<file path="src/rtl/inst_fetch_queue_pkg.sv">
// Shared sizing and queue-operation encoding for the fetch-side instruction queue.
package inst_fetch_queue_pkg;

    localparam int unsigned INST_ADDR_W       = 32;
    localparam int unsigned INST_W            = 32;
    localparam int unsigned FETCH_QUEUE_DEPTH = 4;

    // Pointer/count action applied at the next clock edge
    typedef enum logic [2:0] {
        FQ_OP_NONE  = 3'd0,
        FQ_OP_PUSH  = 3'd1,
        FQ_OP_POP   = 3'd2,
        FQ_OP_BOTH  = 3'd3,
        FQ_OP_FLUSH = 3'd4
    } fq_op_e;

endpackage

</file>
<file path="src/rtl/inst_fetch_queue_ram.sv">
// DEPTH x WIDTH register array for the fetch queue: one synchronous write port,
// one asynchronous read port.
module fetch_queue_ram #(
    parameter int unsigned DEPTH = 4,
    parameter int unsigned WIDTH = 64,
    parameter int unsigned PTR_W = $clog2(DEPTH)
) (
    input  logic             clk,
    input  logic             we,
    input  logic [PTR_W-1:0] waddr,
    input  logic [WIDTH-1:0] wdata,
    input  logic [PTR_W-1:0] raddr,
    output logic [WIDTH-1:0] rdata
);

    logic [WIDTH-1:0] mem [DEPTH];

    // Payload storage needs no reset; validity is tracked by the controller's count
    always_ff @(posedge clk) begin
        if (we) begin
            mem[waddr] <= wdata;
        end
    end

    assign rdata = mem[raddr];

endmodule

</file>
<file path="src/rtl/inst_fetch_queue.sv">
// Fetch-side instruction queue between PC/ROM and ID: circular FIFO of {pc, inst}.
// Optional same-cycle bypass of an empty queue when FETCH_QUEUE_BYPASS_EN is defined.
module inst_fetch_queue
    import inst_fetch_queue_pkg::*;
#(
    parameter int unsigned DEPTH  = FETCH_QUEUE_DEPTH,
    parameter int unsigned ADDR_W = INST_ADDR_W,
    parameter int unsigned DATA_W = INST_W
) (
    input  logic                     clk,
    input  logic                     rst,
    input  logic                     ce_i,
    input  logic [ADDR_W-1:0]        pc_i,
    input  logic [DATA_W-1:0]        inst_i,
    input  logic                     flush_i,
    input  logic                     id_stall_i,
    output logic                     id_valid_o,
    output logic [ADDR_W-1:0]        id_pc_o,
    output logic [DATA_W-1:0]        id_inst_o,
    output logic                     fetch_stall_o,
    output logic [$clog2(DEPTH):0]   count_o
);

    localparam int unsigned PTR_W   = $clog2(DEPTH);
    localparam int unsigned CNT_W   = PTR_W + 1;
    localparam int unsigned ENTRY_W = ADDR_W + DATA_W;

    logic [PTR_W-1:0]   rd_ptr;
    logic [PTR_W-1:0]   wr_ptr;
    logic [CNT_W-1:0]   count;
    logic               q_empty;
    logic               q_full;
    logic               bypass_c;
    logic               push_c;
    logic               pop_c;
    fq_op_e             op_c;
    logic [ENTRY_W-1:0] head_entry;

    assign q_empty = (count == '0);
    assign q_full  = (count == CNT_W'(DEPTH));

`ifdef FETCH_QUEUE_BYPASS_EN
    // Empty queue and a ready ID: hand the fetched pair straight through
    assign bypass_c = q_empty && ce_i && !flush_i && !id_stall_i;
`else
    assign bypass_c = 1'b0;
`endif

    // Full is judged on the registered count, so a same-cycle pop never frees a slot early
    assign push_c = ce_i && !q_full && !flush_i && !bypass_c;
    assign pop_c  = !q_empty && !id_stall_i && !flush_i;

    always_comb begin
        op_c = FQ_OP_NONE;
        if (flush_i) begin
            op_c = FQ_OP_FLUSH;
        end else if (push_c && pop_c) begin
            op_c = FQ_OP_BOTH;
        end else if (push_c) begin
            op_c = FQ_OP_PUSH;
        end else if (pop_c) begin
            op_c = FQ_OP_POP;
        end
    end

    always_ff @(posedge clk) begin
        if (rst) begin
            rd_ptr <= '0;
            wr_ptr <= '0;
            count  <= '0;
        end else begin
            unique case (op_c)
                FQ_OP_FLUSH: begin
                    rd_ptr <= wr_ptr;
                    count  <= '0;
                end
                FQ_OP_PUSH: begin
                    wr_ptr <= wr_ptr + PTR_W'(1);
                    count  <= count + CNT_W'(1);
                end
                FQ_OP_POP: begin
                    rd_ptr <= rd_ptr + PTR_W'(1);
                    count  <= count - CNT_W'(1);
                end
                FQ_OP_BOTH: begin
                    rd_ptr <= rd_ptr + PTR_W'(1);
                    wr_ptr <= wr_ptr + PTR_W'(1);
                end
                default: ;
            endcase
        end
    end

    fetch_queue_ram #(
        .DEPTH (DEPTH),
        .WIDTH (ENTRY_W),
        .PTR_W (PTR_W)
    ) u_ram (
        .clk   (clk),
        .we    (push_c),
        .waddr (wr_ptr),
        .wdata ({pc_i, inst_i}),
        .raddr (rd_ptr),
        .rdata (head_entry)
    );

    // Head view: stored entry, else bypassed fetch, else zeros (NOP)
    always_comb begin
        id_valid_o = 1'b0;
        id_pc_o    = '0;
        id_inst_o  = '0;
        if (!q_empty) begin
            id_valid_o = 1'b1;
            id_pc_o    = head_entry[ENTRY_W-1:DATA_W];
            id_inst_o  = head_entry[DATA_W-1:0];
        end else if (bypass_c) begin
            id_valid_o = 1'b1;
            id_pc_o    = pc_i;
            id_inst_o  = inst_i;
        end
    end

    assign fetch_stall_o = q_full;
    assign count_o       = count;

endmodule

</file>
<file path="config.mk">
export PLATFORM = sky130hd
export DESIGN_NAME = inst_fetch_queue
export DESIGN_NICKNAME = d
export VERILOG_FILES = /design/src/rtl/inst_fetch_queue_pkg.sv /design/src/rtl/inst_fetch_queue_ram.sv /design/src/rtl/inst_fetch_queue.sv
export SDC_FILE = /design/constraint.sdc
export NUM_CORES = 1
export LEC_CHECK = 0
export ABC_AREA = 1
export CAP_MARGIN = 20
export CORE_MARGIN = 1
export CORE_UTILIZATION = 50
export CTS_CLUSTER_DIAMETER = 120
export DETAILED_ROUTE_END_ITERATION = 8
export HOLD_SLACK_MARGIN = 0.15
export PLACE_DENSITY = 0.81
export SLEW_MARGIN = 20
export SYNTH_ARGS = -nofsm -noshare
export SYNTH_HDL_FRONTEND = slang
export SYNTH_SLANG_ARGS = --single-unit
export TNS_END_PERCENT = 20
</file>
<file path="constraint.sdc">
create_clock -name clk -period 9.82 [get_ports clk]
set_clock_uncertainty 0.05 [all_clocks]
set_input_delay 2.455 -clock clk [delete_from_list [all_inputs] [get_ports clk]]
set_output_delay 2.455 -clock clk [all_outputs]
set_load 0.005 [all_outputs]
</file>
==> results of run 1 <==
[where the power goes]
part | total, mW | switching, mW | internal, mW
registers | 1.28 | 0.0121 | 1.27
logic | 0.224 | 0.126 | 0.0973
clock network | 0.900 | 0.389 | 0.511
[cell families (layout without fill, tap and decap cells)]
kind of cell / after synthesis / after routing
AOI/OAI and AO/OA: 203 / 203
xor gates and xnor gates: 1 / 1
adders and majority gates: 5 / 5
buffers and inverters: 69 / 216
DFF: 265 / 265
other: 0 / 1
and+or+nand+nor: 286 / 286
[cells in the final DEF (no fill, tap or decap), drive strengths merged]
cell,n
clkinvlp,1
a31oi,1
o211ai,1
clkbuf,33
ha,4
xnor2,1
o21ai,130
diode,1
inv,22
nand2,17
clkinv,13
a21oi,71
or2,1
fa,1
nand3,3
nor2,262
nand4,3
edfxtp,256
dfxtp,9
clkdlybuf4s50,137
buf,10
[sequential cells by signal (all words and copies together) (netlist names), named ones only]
| name | flops |
|---|---|
| u_ram.mem | 256 |
| wr_ptr | 2 |
| rd_ptr | 2 |
| count_o | 3 |
[worst max-delay path: stages (launching register included)]
cell and delay [ns]:
dfxtp_4 0.78, clkinv_2 0.52, buf_4 0.52, o21ai_0 0.38
a21oi_1 0.12, clkdlybuf4s50_1 0.48
[metrics by stage]
| step | worst slack, ns | instances |
|---|---|---|
| 2_1_floorplan | 3.81 | 829 |
| 4_1_cts | 3.79 | 1245 |
| 6_report | 3.93 | 1247 |
| 3_5_place_dp | 4.34 | 1198 |
| 5_1_grt | 3.60 | 1246 |
| 3_3_place_gp | 4.43 | 1198 |
[worst paths after layout]
kind | end | startpoint | slack (ns) | cells after the start
setup reg to reg | u_ram.mem[1][57] | count_o[1] | 7.15 | 5
setup / recovery | id_inst_o[20] | register | 3.93 | 5
hold reg to reg | register | rd_ptr[1] | 0.49 | 2
hold / removal | register | rd_ptr[1] | 0.49 | 2
[layout make-up]
class                      instances  share of cell area, %
inverter                          22                  0.675
clock buffer                      33                   5.53
antenna                            1                 0.0196
sequential                       265                   61.5
tap                              270                   2.64
clock inverter                    14                  0.616
multi-input combinational        495                   17.5
timing repair buffer             147                   11.5
[metal layers]
layer / vias up / global-route usage [%]
li1: 3192 / -
met1: 3084 / 25.3
met2: 248 / 32.9
met3: 38 / 3.91
met4: 0 / 6.51
met5: - / 0
[cells in the mapped netlist]
library cell | number | area, sq um
o211ai_1 | 1 | 7.51
nand2_2 | 3 | 18.8
inv_4 | 1 | 6.26
buf_1 | 6 | 22.5
ha_1 | 4 | 50.1
buf_4 | 3 | 22.5
o21ai_0 | 127 | 636
clkbuf_8 | 1 | 13.8
a31oi_1 | 1 | 6.26
o21ai_1 | 3 | 15.0
a21oi_1 | 71 | 355
nand3_1 | 3 | 15.0
nor2_4 | 1 | 11.3
nand4_1 | 3 | 18.8
nor2_1 | 261 | 980
fa_1 | 1 | 20.0
inv_2 | 4 | 15.0
or2_1 | 1 | 6.26
buf_6 | 12 | 135
nand2_4 | 2 | 22.5
clkbuf_1 | 12 | 45.0
xnor2_1 | 1 | 8.76
nand2_1 | 12 | 45.0
inv_1 | 17 | 63.8
edfxtp_1 | 256 | 7690
dfxtp_1 | 9 | 180
buf_2 | 13 | 65.1
==> impl_metrics.py, run 1 <==
metrics = {
    "clock_tree": {
        "htreeDepth": 1,
        "cts_sinks": 265,
        "numCtsBuffers": 26,
        "clkTransAtPathRegs_ns": 0.06,
        "cts_buffer_depth": 3,
        "cts_root_buf": "clkbuf_16",
        "tritoncts": "yes",
        "ctsHoldBuffers": 0,
        "post_cts_buffers": 0,
        "cts_resized": 0,
        "clock_latency_ns": 0.51,
    },
    "pwr": {
        "peakVddDrop_mv": 0.142,
        "power.total_mw": 2.40,
        "p_leak_nw": 4.32,
        "p_per_area_nw_per_um2": 188,
    },
    "sta": {
        "maxSlewHeadroom_pct": 31.5,
        "rsz0062_at_grt": "no",
        "fin_crit_ns": 5.89,
        "setup_violations": 0,
        "fmax_mhz": 170,
        "tns_ns": 0,
        "slew_violations": 0,
        "finalHoldViolations": 0,
        "final.period_utilization_pct": 60.0,
        "whs_ns": 0.489,
        "worst_pin_slew_ns": 1.03,
    },
    "floorplan": {
        "core_area_sq_um": 20400,
        "die_w_um": 147,
        "dieHeight_um": 147,
        "start_util_pct": 51.4,
        "row_count": 52,
        "ios": 138,
        "design.die.area_sq_um": 21500,
    },
    "routing": {
        "viasPerCell": 5.26,
        "wl_per_cell_um": 16.9,
        "wl_mm": 21.1,
        "dr.pass1.iters": 5,
        "drt_iter0_markers": 566,
        "wl_met3_mm": 1.66,
        "ant_nets": 0,
        "wl_met2_mm": 10.4,
        "drc": 0,
        "wl_met1_mm": 8.59,
        "vias": 6562,
        "dr.max_layer_used": "met4",
    },
    "critical_path": {
        "required_ns": 7.32,
        "cp-start-kind": "register",
        "crit_path_end_kind": "output pin",
        "crit_arrival_ns": 3.38,
        "cp_max_fo": 96,
        "critPathKind": "register to output pin",
    },
    "finish": {
        "stdcell_area_sq_um": 12800,
        "multiInputGateArea_sq_um": 2250,
        "areaGrowthSynthToFinish_pct": 22.2,
        "fin_util_pct": 62.8,
        "nets": 1031,
        "regArea_sq_um": 7870,
        "fillCellCount": 1473,
        "drive_gt1_share_pct": 7.07,
    },
    "outcome": {
        "status": "completed",
    },
    "logic_synthesis": {
        "synth_fp_nets": 903,
        "synthAdderAreaFrac_pct": 0.669,
        "ys_seq_elements": 265,
        "synth-seq-area-share_pct": 75.1,
        "synth_xor_area_share_pct": 0.0836,
        "muxShareOfSynthArea_pct": 0,
        "synth_top_family_by_area": "simple AND/OR/NAND/NOR gates",
        "syn_area_per_cell_sq_um": 12.6,
        "yosys.area_share.simple_pct": 10.7,
        "netlist_instances": 829,
        "synth_cell_type_count": 27,
        "synth_warnings": 0,
        "synth_compound_area_share_pct": 9.74,
        "netlist_area_sq_um": 10500,
    },
    "job": {
        "cap_violations": 0,
    },
    "global_routing": {
        "grt_pass1_vias": 6362,
        "overflow": 0,
        "grt_first_pass_wirelength_mm": 32.6,
        "antenna_found_initial": 1,
        "grt_max_degree": 97,
        "grtUsageTotal_pct": 19.5,
    },
    "place": {
        "place_hpwl_mm": 11.6,
        "io_buffer_count": 137,
        "globalplace.congestion": 0.763,
        "placed_area_sq_um": 12000,
    },
    "min_path": {
        "hold_class": "register to register",
    },
}
No activity file was read; power rests on OpenSTA's default activity.
==> inputs of run 2 (changes only) <==
--- a/config.mk
+++ b/config.mk
@@ -12,7 +12,7 @@
 export CTS_CLUSTER_DIAMETER = 120
 export DETAILED_ROUTE_END_ITERATION = 8
 export HOLD_SLACK_MARGIN = 0.15
-export PLACE_DENSITY = 0.81
+export PLACE_DENSITY = 0.84
 export SLEW_MARGIN = 20
 export SYNTH_ARGS = -nofsm -noshare
 export SYNTH_HDL_FRONTEND = slang
==> constraint.sdc (replaced) <==
create_clock -name clk -period 4.8 [get_ports clk]
set_clock_uncertainty 0.05 [all_clocks]
set_input_delay 1.2 -clock clk [delete_from_list [all_inputs] [get_ports clk]]
set_output_delay 1.2 -clock clk [all_outputs]
set_load 0.005 [all_outputs]
==> run 2 against run 1 <==
  * Clock power grew 120%
  * Sequential cell count stayed put
  * Final cell count hardly changed
  * Power rose by 110%
  * Worst setup slack lost 3.0 ns
  * Non-clock buffer count rose by 4
  * Sequential share of layout area is 0.56 points lower
  * Register-to-register slack lost 4.4 ns
  * Critical path depth up 1
  * Worst hold slack lost 0.0061 ns
  * Design area up 0.92%
  * Largest cell class unchanged
  * Via count is 0.11% higher
==> impl_metrics.py, run 2 (synthesized netlist as in run 1, its figures left out) <==
metrics = {
    "outcome": {
        "status": "completed",
    },
    "min_path": {
        "hold_class": "register to register",
        "holdPathStages": 2,
        "holdCritStartpoint": "rd_ptr[1]",
    },
    "finish": {
        "final_cell_mix": "nor2_1 (257), edfxtp_1 (256), clkdlybuf4s50_1 (137)",
        "largest_reg_flops": 256,
        "drive_gt1_share_pct": 6.95,
        "stdcell_area_sq_um": 12900,
        "areaGrowthSynthToFinish_pct": 23.3,
        "nets": 1034,
        "mostFrequentLayoutCell": "nor2_1",
        "regMostFlops": "u_ram.mem",
        "diodes": 0,
        "fillCellCount": 1483,
    },
    "critical_path": {
        "rr_startpoint": "count_o[1]",
        "timing.rr.end": "u_ram.mem[2][20]",
        "cp-start-kind": "register",
        "required_ns": 3.55,
        "critPathKind": "register to output pin",
        "crit_end": "id_pc_o[15]",
        "crit_path_end_kind": "output pin",
        "r2r_cells": 5,
        "critPathLaunch": "count_o[2]",
        "crit_arrival_ns": 2.60,
        "rrSetupSlack_ns": 2.73,
        "cp_max_fo": 33,
    },
    "clock_tree": {
        "clkTransAtPathRegs_ns": 0.06,
        "cts_resized": 0,
        "post_cts_buffers": 0,
        "htreeDepth": 1,
        "numCtsBuffers": 25,
        "ctsHoldBuffers": 0,
        "clock_latency_ns": 0.51,
        "tritoncts": "yes",
        "cts_buffer_depth": 3,
        "cts_root_buf": "clkbuf_16",
        "cts_sinks": 265,
    },
    "routing": {
        "dr.pass1.iters": 5,
        "wl_mm": 21.3,
        "wl_per_cell_um": 17.1,
        "vias": 6569,
        "drc": 0,
        "viasPerCell": 5.26,
        "ant_nets": 0,
        "drt_iter0_markers": 462,
    },
    "pwr": {
        "p_leak_nw": 4.36,
        "peakVddDrop_mv": 0.290,
        "p_per_area_nw_per_um2": 392,
    },
    "global_routing": {
        "grt_pass1_vias": 6497,
        "grtUsageTotal_pct": 19.8,
        "grt_max_degree": 129,
        "antenna_found_initial": 0,
        "overflow": 0,
        "grt_first_pass_wirelength_mm": 33.2,
    },
    "floorplan": {
        "die_w_um": 147,
        "dieHeight_um": 147,
        "ios": 138,
        "design.die.area_sq_um": 21500,
        "start_util_pct": 51.4,
        "row_count": 52,
        "core_area_sq_um": 20400,
    },
    "sta": {
        "finalHoldViolations": 0,
        "slew_violations": 0,
        "fmax_mhz": 260,
        "setup_violations": 0,
        "final.period_utilization_pct": 80.2,
        "tns_ns": 0,
        "maxSlewHeadroom_pct": 44.7,
        "fin_crit_ns": 3.85,
        "rsz0062_at_grt": "no",
        "worst_pin_slew_ns": 0.830,
    },
    "job": {
        "cap_violations": 0,
    },
    "place": {
        "globalplace.congestion": 0.758,
        "place_hpwl_mm": 11.9,
        "io_buffer_count": 137,
        "placed_area_sq_um": 12100,
    },
}
## run 2: report_power, final
part / internal (mW) / total, mW / switching [mW]
Combinational: 0.208 / 0.479 / 0.271
Sequential: 2.60 / 2.61 / 0.0154
Clock: 1.18 / 1.97 / 0.786
Total: 3.99 / 5.06 / 1.07
## run 2: metrics by stage
stage / utilization, % / hold slack [ns] / total power, mW / worst slack [ns] / instances
2_1_floorplan: - / 0.428 / 2.90 / 0.0401 / 829
3_3_place_gp: 59.3 / 0.465 / 3.13 / 1.44 / 1203
3_5_place_dp: 59.3 / 0.462 / 3.14 / 1.40 / 1203
4_1_cts: 63.4 / 0.480 / 5.09 / 0.953 / 1248
5_1_grt: 63.4 / 0.537 / 5.23 / 0.819 / 1248
6_report: 63.4 / 0.483 / 5.06 / 0.951 / 1248
## run 2: critical path: stages (launching register included)
cell and delay (ns):
dfxtp_1 0.44, inv_1 0.08, nand2_2 0.14, inv_2 0.30
buf_12 0.30, a21oi_1 0.26, clkdlybuf4s50_1 0.56
## run 2: area by class of cell
type | instances | area (sq um) | area share [%]
Inverter | 22 | 86.3 | 0.668
Clock buffer | 29 | 651 | 5.04
Multi-Input combinational cell | 495 | 2250 | 17.4
Sequential cell | 265 | 7870 | 61.0
Timing Repair Buffer | 151 | 1540 | 11.9
Tap cell | 270 | 338 | 2.62
Clock inverter | 16 | 184 | 1.42
## run 2: worst min-delay path by stage
| stage | to | slack (ns) |
|---|---|---|
| final | register | 0.48 |
| after global placement | register | 0.46 |
| after floorplan | register | 0.43 |
| after detailed placement | register | 0.46 |
| after CTS | register | 0.48 |
| after global routing | register | 0.54 |
## run 2: routing by layer
layer | share of wire [%] | up-vias | GRT usage [%] | wire, um
met5 | 0 | - | 0 | 0
met4 | 2.4 | 0 | 5.83 | 516
li1 | - | 3186 | - | -
met2 | 50 | 214 | 34.0 | 10600
met1 | 42 | 3132 | 26.0 | 8930
met3 | 6.0 | 37 | 3.07 | 1280
==> inputs of run 3 (changes only) <==
==> constraint.sdc (replaced) <==
create_clock -name clk -period 3.21 [get_ports clk]
set_clock_uncertainty 0.05 [all_clocks]
set_input_delay 0.8025 -clock clk [delete_from_list [all_inputs] [get_ports clk]]
set_output_delay 0.8025 -clock clk [all_outputs]
set_load 0.005 [all_outputs]
==> run 3 against run 2 <==
  * Sequential cell count stayed put
  * Largest cell class unchanged
  * First-iteration DRC count increased by 22%
  * Power rose by 53%
  * Final cell count grew 1.2%
  * Die area is the same
  * Global-route usage is 0.58 points higher
  * Critical path type unchanged
  * Design area increased by 2.3%
  * Worst setup slack got worse by 0.84 ns
  * Highest routed layer unchanged
  * Clock-buffer cell count increased by 1
  * Utilization is 1.5 points higher
  * Worst hold slack worse by 0.012 ns
  * Combinational power is 59% higher
==> impl_metrics.py, run 3 (synthesized netlist as in run 1, its figures left out) <==
metrics = {
    "sta": {
        "maxSlewHeadroom_pct": 61.5,
        "tns_ns": 0,
        "rsz0062_at_grt": "no",
        "slew_violations": 0,
        "finalHoldViolations": 0,
        "fin_crit_ns": 3.10,
        "setup_violations": 0,
        "final.period_utilization_pct": 96.5,
        "worst_pin_slew_ns": 0.577,
        "fmax_mhz": 323,
    },
    "routing": {
        "viasPerCell": 5.32,
        "vias": 6721,
        "wl_mm": 22.1,
        "ant_nets": 0,
        "wl_per_cell_um": 17.5,
        "drt_iter0_markers": 565,
        "dr.pass1.iters": 5,
        "drc": 0,
    },
    "global_routing": {
        "grtUsageMet2_pct": 34.6,
        "top_usage_layer": "met2",
        "grtUsageTotal_pct": 20.3,
        "grt_pass1_vias": 6714,
        "grt_first_pass_wirelength_mm": 34.3,
        "gr-usage-met1_pct": 26.5,
        "antenna_found_initial": 0,
        "met3_usage_pct": 3.07,
        "overflow": 0,
        "grt_max_degree": 65,
    },
    "finish": {
        "nets": 1050,
        "fin_util_pct": 64.9,
        "regMostFlops": "u_ram.mem",
        "mostFrequentLayoutCell": "nor2_1",
        "stdcell_area_sq_um": 13200,
        "final_cell_mix": "nor2_1 (257), edfxtp_1 (256), clkdlybuf4s50_1 (135)",
        "largest_reg_flops": 256,
        "drive_gt1_share_pct": 8.46,
        "diodes": 0,
        "areaGrowthSynthToFinish_pct": 26.2,
    },
    "floorplan": {
        "die_w_um": 147,
        "design.die.area_sq_um": 21500,
        "row_count": 52,
        "ios": 138,
        "start_util_pct": 51.4,
        "core_area_sq_um": 20400,
        "dieHeight_um": 147,
    },
    "min_path": {
        "hold_class": "register to register",
    },
    "place": {
        "globalplace.congestion": 0.826,
        "io_buffer_count": 137,
        "placed_area_sq_um": 12200,
        "place_hpwl_mm": 12.8,
    },
    "clock_tree": {
        "cts_sinks": 265,
        "clock_latency_ns": 0.52,
        "numCtsBuffers": 27,
        "htreeDepth": 1,
        "cts_root_buf": "clkbuf_16",
        "tritoncts": "yes",
        "ctsHoldBuffers": 0,
        "cts_buffer_depth": 3,
        "clkTransAtPathRegs_ns": 0.07,
    },
    "job": {
        "cap_violations": 0,
    },
    "pwr": {
        "peakVddDrop_mv": 0.388,
        "p_leak_nw": 4.52,
        "p_per_area_nw_per_um2": 585,
    },
    "critical_path": {
        "crit_arrival_ns": 2.24,
        "critPathKind": "register to output pin",
        "required_ns": 2.36,
        "rrSetupSlack_ns": 1.31,
        "cp_max_fo": 33,
        "crit_path_end_kind": "output pin",
        "cp-start-kind": "register",
    },
    "outcome": {
        "status": "completed",
    },
}
==> run 3: path summary, 6_finish.rpt <==
check / depth (start not counted) / to / start
max: 6 / id_pc_o[20] / count_o[0]
min: 2 / register / rd_ptr[1]
max reg2reg: 11 / count_o[2] / count_o[0]
min reg2reg: 2 / register / rd_ptr[1]
==> run 3: critical path, stage by stage, from the launching register on <==
cell             delay [ns]
dfxtp_1                0.42
nor2_4                 0.07
nand2_2                0.13
inv_2                  0.13
buf_12                 0.20
a21oi_1                0.23
clkdlybuf4s50_1        0.55
==> run 3: what timing repair did <==
item                                    4_1_cts  5_1_grt
pin swaps                                     0        4
resized for setup                             4        8
endpoints found under the setup margin       61       36
setup buffers                                 6        0
cloned                                        0        1
==> run 3: where the power goes <==
group          internal (mW)  switching (mW)
registers               3.88          0.0266
logic                  0.343           0.418
clock network           1.85            1.21
==> run 3: final cells by class <==
cell class	count	area, sq um
fillers	1449	7150
clock inverters	16	184
well taps	270	338
repair buffers	165	1790
clock buffers	30	687
flip-flops and latches	265	7870
inverters	22	88.8
multi-input cells	495	2250
==> run 3: per-layer routing <==
| metal | routed length (um) | up-vias | part of all wire (%) |
|---|---|---|---|
| met3 | 1440 | 55 | 6.5 |
| met1 | 9000 | 3211 | 41 |
| met5 | 0 | - | 0 |
| met2 | 11000 | 232 | 50 |
| li1 | - | 3223 | - |
| met4 | 625 | 0 | 2.8 |
==> run 3: per-stage QoR <==
| step | std cells | setup slack, ns | power (mW) | hold WS, ns |
|---|---|---|---|---|
| after floorplan | 829 | -0.0999 | 4.34 | 0.428 |
| after global placement | 1210 | 0.457 | 4.69 | 0.458 |
| after detailed placement | 1210 | 0.417 | 4.72 | 0.464 |
| after CTS | 1262 | 0.0178 | 7.77 | 0.471 |
| after global routing | 1263 | 0.00563 | 7.98 | 0.510 |
| final | 1263 | 0.113 | 7.73 | 0.471 |
